[src/rtl/key_dispatch_scheduler.sv]
// key_dispatch_scheduler: hands LFSR key candidates to idle cores round-robin, latches a winning key and reports exhaustion
module key_dispatch_scheduler #(
   parameter int NUM_CORES = 4,
   parameter int KEY_WIDTH = 24
) (
   input  logic                 clk,
   input  logic                 reset,
   input  logic                 start,
   input  logic [KEY_WIDTH-1:0] lfsr_key,
   input  logic                 lfsr_available,
   input  logic                 lfsr_finished,
   output logic                 lfsr_read,
   input  logic [NUM_CORES-1:0] core_req,
   output logic [NUM_CORES-1:0] core_grant,
   output logic [KEY_WIDTH-1:0] core_key,
   input  logic [NUM_CORES-1:0] core_done,
   input  logic [NUM_CORES-1:0] core_found,
   output logic                 found,
   output logic [KEY_WIDTH-1:0] found_key,
   output logic                 exhausted,
   output logic                 abort,
   output logic                 busy,
   output logic [KEY_WIDTH-1:0] keys_dispatched
);
   localparam int PW = (NUM_CORES > 1) ? $clog2(NUM_CORES) : 1;
   typedef enum logic [2:0] {IDLE, DISPATCH, DRAIN, FOUND, EXHAUSTED} state_t;
   state_t state, state_nxt;
   logic [NUM_CORES-1:0] outstanding, valid_found, eligible;
   logic [KEY_WIDTH-1:0] key_reg [NUM_CORES];
   logic [PW-1:0] rr_ptr, sel, win, idx;
   logic read_q, any_found, grant_ok, hit;
   assign valid_found = core_done & core_found & outstanding;
   assign any_found = |valid_found;
   // a core retiring its key this cycle may take the next one immediately
   assign eligible = core_req & ~(outstanding & ~core_done);
   assign grant_ok = state == DISPATCH && lfsr_available && !read_q && !any_found && !lfsr_finished && |eligible;
   assign lfsr_read = grant_ok;
   assign core_grant = grant_ok ? (NUM_CORES'(1) << sel) : '0;
   assign core_key = lfsr_key;
   assign found = state == FOUND;
   assign abort = found;
   assign exhausted = state == EXHAUSTED;
   assign busy = state == DISPATCH || state == DRAIN;
   always_comb begin
      sel = rr_ptr;
      hit = 1'b0;
      idx = '0;
      for (int k = 0; k < NUM_CORES; k++) begin
         idx = PW'((int'(rr_ptr) + k) % NUM_CORES);
         if (!hit && eligible[idx]) begin
            hit = 1'b1;
            sel = idx;
         end
      end
   end
   always_comb begin
      win = '0;
      for (int i = NUM_CORES - 1; i >= 0; i--)
         if (valid_found[i]) win = PW'(i);
   end
   always_comb begin
      state_nxt = state;
      case (state)
         IDLE:     if (start) state_nxt = DISPATCH;
         DISPATCH: state_nxt = any_found ? FOUND : lfsr_finished ? DRAIN : DISPATCH;
         DRAIN:    state_nxt = any_found ? FOUND : (outstanding == '0) ? EXHAUSTED : DRAIN;
         default:  state_nxt = state;
      endcase
   end
   always_ff @(posedge clk) begin
      if (reset) begin
         state <= IDLE;
         read_q <= 1'b0;
         outstanding <= '0;
         rr_ptr <= '0;
         found_key <= '0;
         keys_dispatched <= '0;
      end else begin
         state <= state_nxt;
         read_q <= lfsr_read;
         outstanding <= (outstanding & ~core_done) | core_grant;
         if (grant_ok) begin
            rr_ptr <= PW'((int'(sel) + 1) % NUM_CORES);
            if (~&keys_dispatched) keys_dispatched <= keys_dispatched + KEY_WIDTH'(1);
         end
         if (state_nxt == FOUND && state != FOUND) found_key <= key_reg[win];
      end
   end
   always_ff @(posedge clk)
      for (int i = 0; i < NUM_CORES; i++)
         if (core_grant[i]) key_reg[i] <= lfsr_key;
endmodule
[config.mk]
export PLATFORM = sky130hd
export DESIGN_NAME = key_dispatch_scheduler
export DESIGN_NICKNAME = d
export VERILOG_FILES = /design/src/rtl/key_dispatch_scheduler.sv
export SDC_FILE = /design/constraint.sdc
export NUM_CORES = 1
export LEC_CHECK = 0
export BUFFER_PORTS_ARGS = -buffer_cell sky130_fd_sc_hd__buf_2
export CAP_MARGIN = 0
export CORE_MARGIN = 3
export CORE_UTILIZATION = 55
export DETAILED_ROUTE_END_ITERATION = 8
export PLACE_DENSITY_LB_ADDON = 0.1
export REMOVE_ABC_BUFFERS = 1
export SLEW_MARGIN = 20
export SYNTH_ARGS = -nofsm -noshare
export SYNTH_HDL_FRONTEND = slang
export SYNTH_SLANG_ARGS = --single-unit
export TNS_END_PERCENT = 100
[constraint.sdc]
create_clock -name clk -period 3.4 [get_ports clk]
set_input_delay 0.51 -clock clk [delete_from_list [all_inputs] [get_ports clk]]
set_output_delay 0.51 -clock clk [all_outputs]
set_load 0.02 [all_outputs]
## Word-level counts from Yosys, hierarchy flattened

Memories as Yosys holds them, arrays and structs flattened. A register that Yosys moved wholly into a read port is not among the register bits.
Cells that the tools add are included.

- Register bits: 34
- Latch bits: 0
- Memory bits (writable): 96
- Bits in read-only memories: 0
- Input bits: 41
- Output and inout port bits: 81
- Logic and storage cells: 85
- Memories kept: 1

Memory list:

| name | words | bits a word | rd ports | clocked after Yosys merged registers in | write ports | line | RTL |
|---|---|---|---|---|---|---|---|
| key_reg | 4 | 24 | 1 | 1 | 4 | 29 | `logic [KEY_WIDTH-1:0] key_reg [NUM_CORES];` |

- Add/subtract/negate cells: 5
- Multiply operators: 0
- Div/mod/pow operators: 0
- Magnitude comparators: 4
- Eq/ne operators: 6
- Shift operators: 1
- Muxes and demuxes: 33
- Bitwise logic cells: 8
- Reduce and logical (&&, ||, !) cells: 22

Operators with widths:

| kind | number |
|---|---|
| adder 24 x 1 -> 24 bit, second input constant | 1 |
| AND reduction 24 bit | 1 |
| 2-to-1 mux 2 bit | 9 |
| AND 4 bit | 4 |
| 2-to-1 mux 1 bit | 15 |
| < comparator 2 x 3 -> 1 bit, second input constant | 4 |
| equality test 3 x 2 -> 1 bit, second input constant | 3 |
| logical AND 1 bit | 9 |
| 2-to-1 mux 3 bit | 3 |
| one-hot mux 3 bit (3 select lines) | 1 |
| binary-select mux 1 bit (select 2 bit) | 4 |
| inverter 4 bit | 2 |
| OR reduction 4 bit | 2 |
| zero test 1 bit | 6 |
| adder 2 x 1 -> 2 bit, second input constant | 2 |
| adder 2 bit, second input constant | 2 |
| zero test 4 bit | 1 |
| 2-to-1 mux 4 bit | 1 |
| OR 4 bit | 1 |
| left shift 1 x 2 -> 4 bit, first input constant | 1 |
| equality test 3 x 1 -> 1 bit, second input constant | 1 |
| equality test 3 bit, second input constant | 1 |
| zero test 3 bit | 1 |
| != test 3 x 2 -> 1 bit, second input constant | 1 |
| 3 further kinds | 3 |

## Logic depth before layout (Yosys ltp)

- Word-level depth: 20
- Mapped depth: 9
- Gate-level depth less buffers: 9

## Worst setup path after synthesis

Ideal clock, no wire load.

- Path type: input to output
- From: in core_done[0]
- To: out core_grant[1]
- Arrival time: 2.303 ns
- Data required time: 2.890 ns
- Setup slack: 0.587 ns
- Stages: 8
- Buffers on the path: 0
- Cell sequence: nand2b_1 -> nand2_1 -> nor2_1 -> or3_1 -> a21oi_1 -> ha_1 -> nand2_1 -> inv_1

- Word-level cells in the longest chain between the ends: 18
- Elaborated cells between the ends (all ways): 34

Ends and longest elaborated chain:

| what | line | RTL |
|---|---|---|
| start: declaration | 16 | `input logic [NUM_CORES-1:0] core_done,` |
| inverter 4 bit | 35 | `assign eligible = core_req & ~(outstanding & ~core_done);` |
| AND 4 bit | 35 |  |
| inverter 4 bit | 35 |  |
| AND 4 bit | 35 |  |
| binary-select mux 1 bit (select 2 bit) | 50 | `if (!hit && eligible[idx]) begin` |
| 2-to-1 mux 1 bit (implied by the code) | 50 |  |
| 2-to-1 mux 1 bit | 50 |  |
| zero test 1 bit | 50 |  |
| [... 2 more ...] | - |  |
| zero test 1 bit | 50 |  |
| logical AND 1 bit | 50 |  |
| 2-to-1 mux 1 bit | 50 |  |
| zero test 1 bit | 50 |  |
| logical AND 1 bit | 50 |  |
| 2-to-1 mux 2 bit | 50 |  |
| left shift 1 x 2 -> 4 bit | 38 | `assign core_grant = grant_ok ? (NUM_CORES'(1) << sel) : '0;` |
| 2-to-1 mux 4 bit (*) | 38 |  |
| end: declaration | 14 | `output logic [NUM_CORES-1:0] core_grant,` |

Every way passes the cells marked *; elsewhere a longest branch is shown, timed or not. The select of a mux whose other input is x is not followed.

## Worst setup path after layout

- From: reg outstanding[0]
- To: out core_grant[0]

- Word-level cells in the longest chain between the ends: 17
- Elaborated cells between the ends (all ways): 32

Ends and longest elaborated chain:

| what | line | RTL |
|---|---|---|
| start: declaration | 28 | `logic [NUM_CORES-1:0] outstanding, valid_found, eligible;` |
| start signal: assignment | 81 | `outstanding <= (outstanding & ~core_done) \| core_grant;` |
| AND 4 bit | 35 |  |
| inverter 4 bit | 35 |  |
| AND 4 bit | 35 |  |
| binary-select mux 1 bit (select 2 bit) | 50 |  |
| 2-to-1 mux 1 bit (implied by the code) | 50 |  |
| 2-to-1 mux 1 bit | 50 |  |
| zero test 1 bit | 50 |  |
| logical AND 1 bit | 50 |  |
| 2-to-1 mux 1 bit | 50 |  |
| zero test 1 bit | 50 |  |
| logical AND 1 bit | 50 |  |
| 2-to-1 mux 1 bit | 50 |  |
| zero test 1 bit | 50 |  |
| logical AND 1 bit | 50 |  |
| 2-to-1 mux 2 bit | 50 |  |
| left shift 1 x 2 -> 4 bit | 38 |  |
| 2-to-1 mux 4 bit (*) | 38 |  |

Marked as above.

==> results.json <==
{
  "path_max_fanout": 5,
  "largest_reg_flops": 96,
  "die-height_um": 112,
  "arrival_ns": 2.56,
  "rsz0062_at_grt": "false",
  "start_kind": "register",
  "place_hpwl_um": 8680,
  "min_to": "state[0]",
  "synthArstFlopShare_pct": 0,
  "seqCellArea_um2": 4040,
  "fin_skew_ns": 0.00628,
  "drive_gt1_share_pct": 29.5,
  "nets": 654,
  "min_from": "lfsr_finished",
  "cts.reportedPaths.clkPinSlew_ns": 0.06,
  "drt_iter0_drc": 305,
  "clk-insertion-delay-late_ns": 0.42,
  "crit_family": "simple AND/OR/NAND/NOR gates",
  "worstPathBufferInverterCount": 3,
  "final_hold_viol_count": 0,
  "gp_congestion": 0.888,
  "drc": 0,
  "drt_first_pass_iters": 5,
  "layout_min_cycle_time_ns": 3.07,
  "ir_drop_mv": 0.373,
  "pin_count": 122,
  "tritoncts": "built",
  "area_growth_pct": 20.0,
  "slew_viol_final": 0,
  "period_share_pct": 90.2,
  "grt.total_usage_pct": 22.2,
  "crit_path_top_delay_cell": "dfxtp_1",
  "fin_util_pct": 68.0,
  "root_buffer": "clkbuf_16",
  "leakage_nw": 2.83,
  "fin_ws_ns": 0.333,
  "grt_pass1_vias": 4185,
  "start_util_pct": 56.7,
  "setup.worst_path.class": "register to output pin",
  "ys_warn_count": 0,
  "fmax_ghz": 0.326,
  "syn_avg_cell_area_um2": 12.3,
  "dpl_worst_slack_ns": 0.493,
  "syn_inst": 504,
  "min-delay-path-class": "input pin to register",
  "grt_pass1_wl_um": 21800,
  "drv_cap": 0,
  "viasPerCell": 5.85,
  "grt_overflow": 0,
  "n_antenna_cell": 0,
  "design_area_um2": 7440,
  "power_density_nw_per_um2": 563,
  "grt_start_max_net_pins": 40,
  "grt_antenna_before_repair": 0,
  "clock_path_buffers": 2,
  "die-area_um2": 12600,
  "avgRoutedWirePerCell_um": 18.1,
  "fin_cells": 761,
  "yosys_register_bits": 154,
  "power.total_mw": 4.19,
  "cp.required_ns": 2.89,
  "num_vias": 4451,
  "setup_viol": 0,
  "slew_headroom_pct": 28.8,
  "r2r.worst_path.cells": 10,
  "htree_levels": 4,
  "r2r_start": "outstanding[0]",
  "status": "complete, no violations",
  "io_buffers": 121,
  "synth_cell_types": 47,
  "min_path_cells": 2,
  "seq_area_frac_synth_pct": 65.2,
  "multiInputGateArea_um2": 1840,
  "fillCellCount": 833,
  "hold_buffers": 0,
  "place_inst": 729,
  "routed_wl_um": 13800,
  "synth-main-ff-cell": "edfxtp_1",
  "path_cells": "nand2b_1 > nand2_1 > nor2_1 > or3_1 > a21oi_1 > inv_1 > ha_1 > nand2_1 > inv_1 > buf_2",
  "cts.repair.resized": 0,
  "placed_area_um2": 6810,
  "hold_ws_ns": 0.308,
  "cts_inserted_buffers": 17,
  "worst_slew_pin_slew_ns": 1.07,
  "die_width_um": 112,
  "critPathCaptureType": "output pin",
  "synth-edff-count": 96,
  "synth_area_um2": 6200,
  "coreArea_um2": 10900,
  "postCtsSetupBuffers": 0,
  "clock-sinks": 154,
  "ant_nets": 0,
  "num_rows": 38,
  "r2r_setup_slack_ns": 0.88,
  "max_stage_delay_ns": 0.40,
  "tns_ns": 0,
  "rr_endpoint": "key_reg[0][21]"
}
[cell families (layout without fill, tap and decap cells)]
family / Yosys count / in the layout / synth area share [%]
AND/OR/NAND/NOR: 127 / 127 / 11.9
AO/OA/AOI/OAI: 149 / 149 / 15.2
buffers and inverters: 60 / 177 / 5.19
multiplexers: 4 / 4 / 0.706
adder cells (fa/ha/maj): 5 / 5 / 1.01
flip-flops: 154 / 154 / 65.2
XOR/XNOR: 5 / 5 / 0.707
[worst max path at each step]
| stage | slack (ns) | startpoint | endpoint | depth (start not counted) |
|---|---|---|---|---|
| global route | 0.19 | outstanding[0] | core_grant[0] | 10 |
| finish | 0.33 | outstanding[0] | core_grant[0] | 10 |
| detailed placement | 0.49 | core_done[0] | core_grant[0] | 11 |
| CTS | 0.34 | outstanding[0] | core_grant[0] | 10 |
| global placement | 0.55 | core_done[0] | core_grant[0] | 11 |
| floorplan | 0.54 | core_found[0] | core_grant[0] | 7 |
[worst reg2reg max path, stage by stage, from the launching register on]
cell and delay, ns:
dfxtp_1 0.40, nand2b_1 0.13, nand2_1 0.20, nor2_1 0.08, or3_1 0.35, a21oi_1 0.30, inv_1 0.11, ha_1 0.22
nand2_1 0.09, inv_1 0.10, buf_4 0.26
[power breakdown]
group          switching, mW  internal [mW]  total (mW)  leakage [nW]
logic                  0.112         0.0562       0.169          1.20
registers            0.00992           2.00        2.01          1.33
clock network          0.766           1.24        2.01         0.306
total                  0.888           3.30        4.19          2.83
[cells in the mapped netlist, types with 6 or more instances]
| cell type | instances | area (um^2) |
|---|---|---|
| nand2_1 | 20 | 75.1 |
| edfxtp_1 | 96 | 2880 |
| o22ai_1 | 46 | 288 |
| dfxtp_1 | 58 | 1160 |
| buf_4 | 25 | 188 |
| a21oi_1 | 50 | 250 |
| or4_1 | 6 | 45.0 |
| nor2_1 | 26 | 97.6 |
| nand3_1 | 16 | 80.1 |
| clkbuf_1 | 22 | 82.6 |
| a22o_1 | 24 | 210 |
| inv_1 | 10 | 37.5 |
| o21ai_0 | 13 | 65.1 |
| nand4_1 | 10 | 62.6 |
| or3_1 | 11 | 68.8 |
| nor3_1 | 7 | 35.0 |
[per-layer routing]
metal | wire, um | up-vias | GRT usage (%)
met5 | 0 | - | 0
met2 | 6500 | 162 | 33.8
met4 | 155 | 0 | 8.89
li1 | - | 2123 | -
met3 | 846 | 14 | 4.42
met1 | 6300 | 2152 | 31.6
[cells in the final DEF (no fill, tap or decap), drive strengths merged, types with 13 or more instances in the layout]
cell type	instances
nand2	20
clkbuf	17
inv	18
a21oi	50
dfxtp	58
edfxtp	96
a22o	24
nor2	26
o21ai	13
o22ai	46
buf	134
nand3	21
[cell type report]
type,instances,share of cell area (%)
sequential,154,54.4
multi-input combinational,290,24.8
timing repair buffer,134,9.45
clock buffer,17,5.72
clock inverter,15,2.78
tap,140,2.35
inverter,11,0.555
No activity file was read; power rests on OpenSTA's default activity.
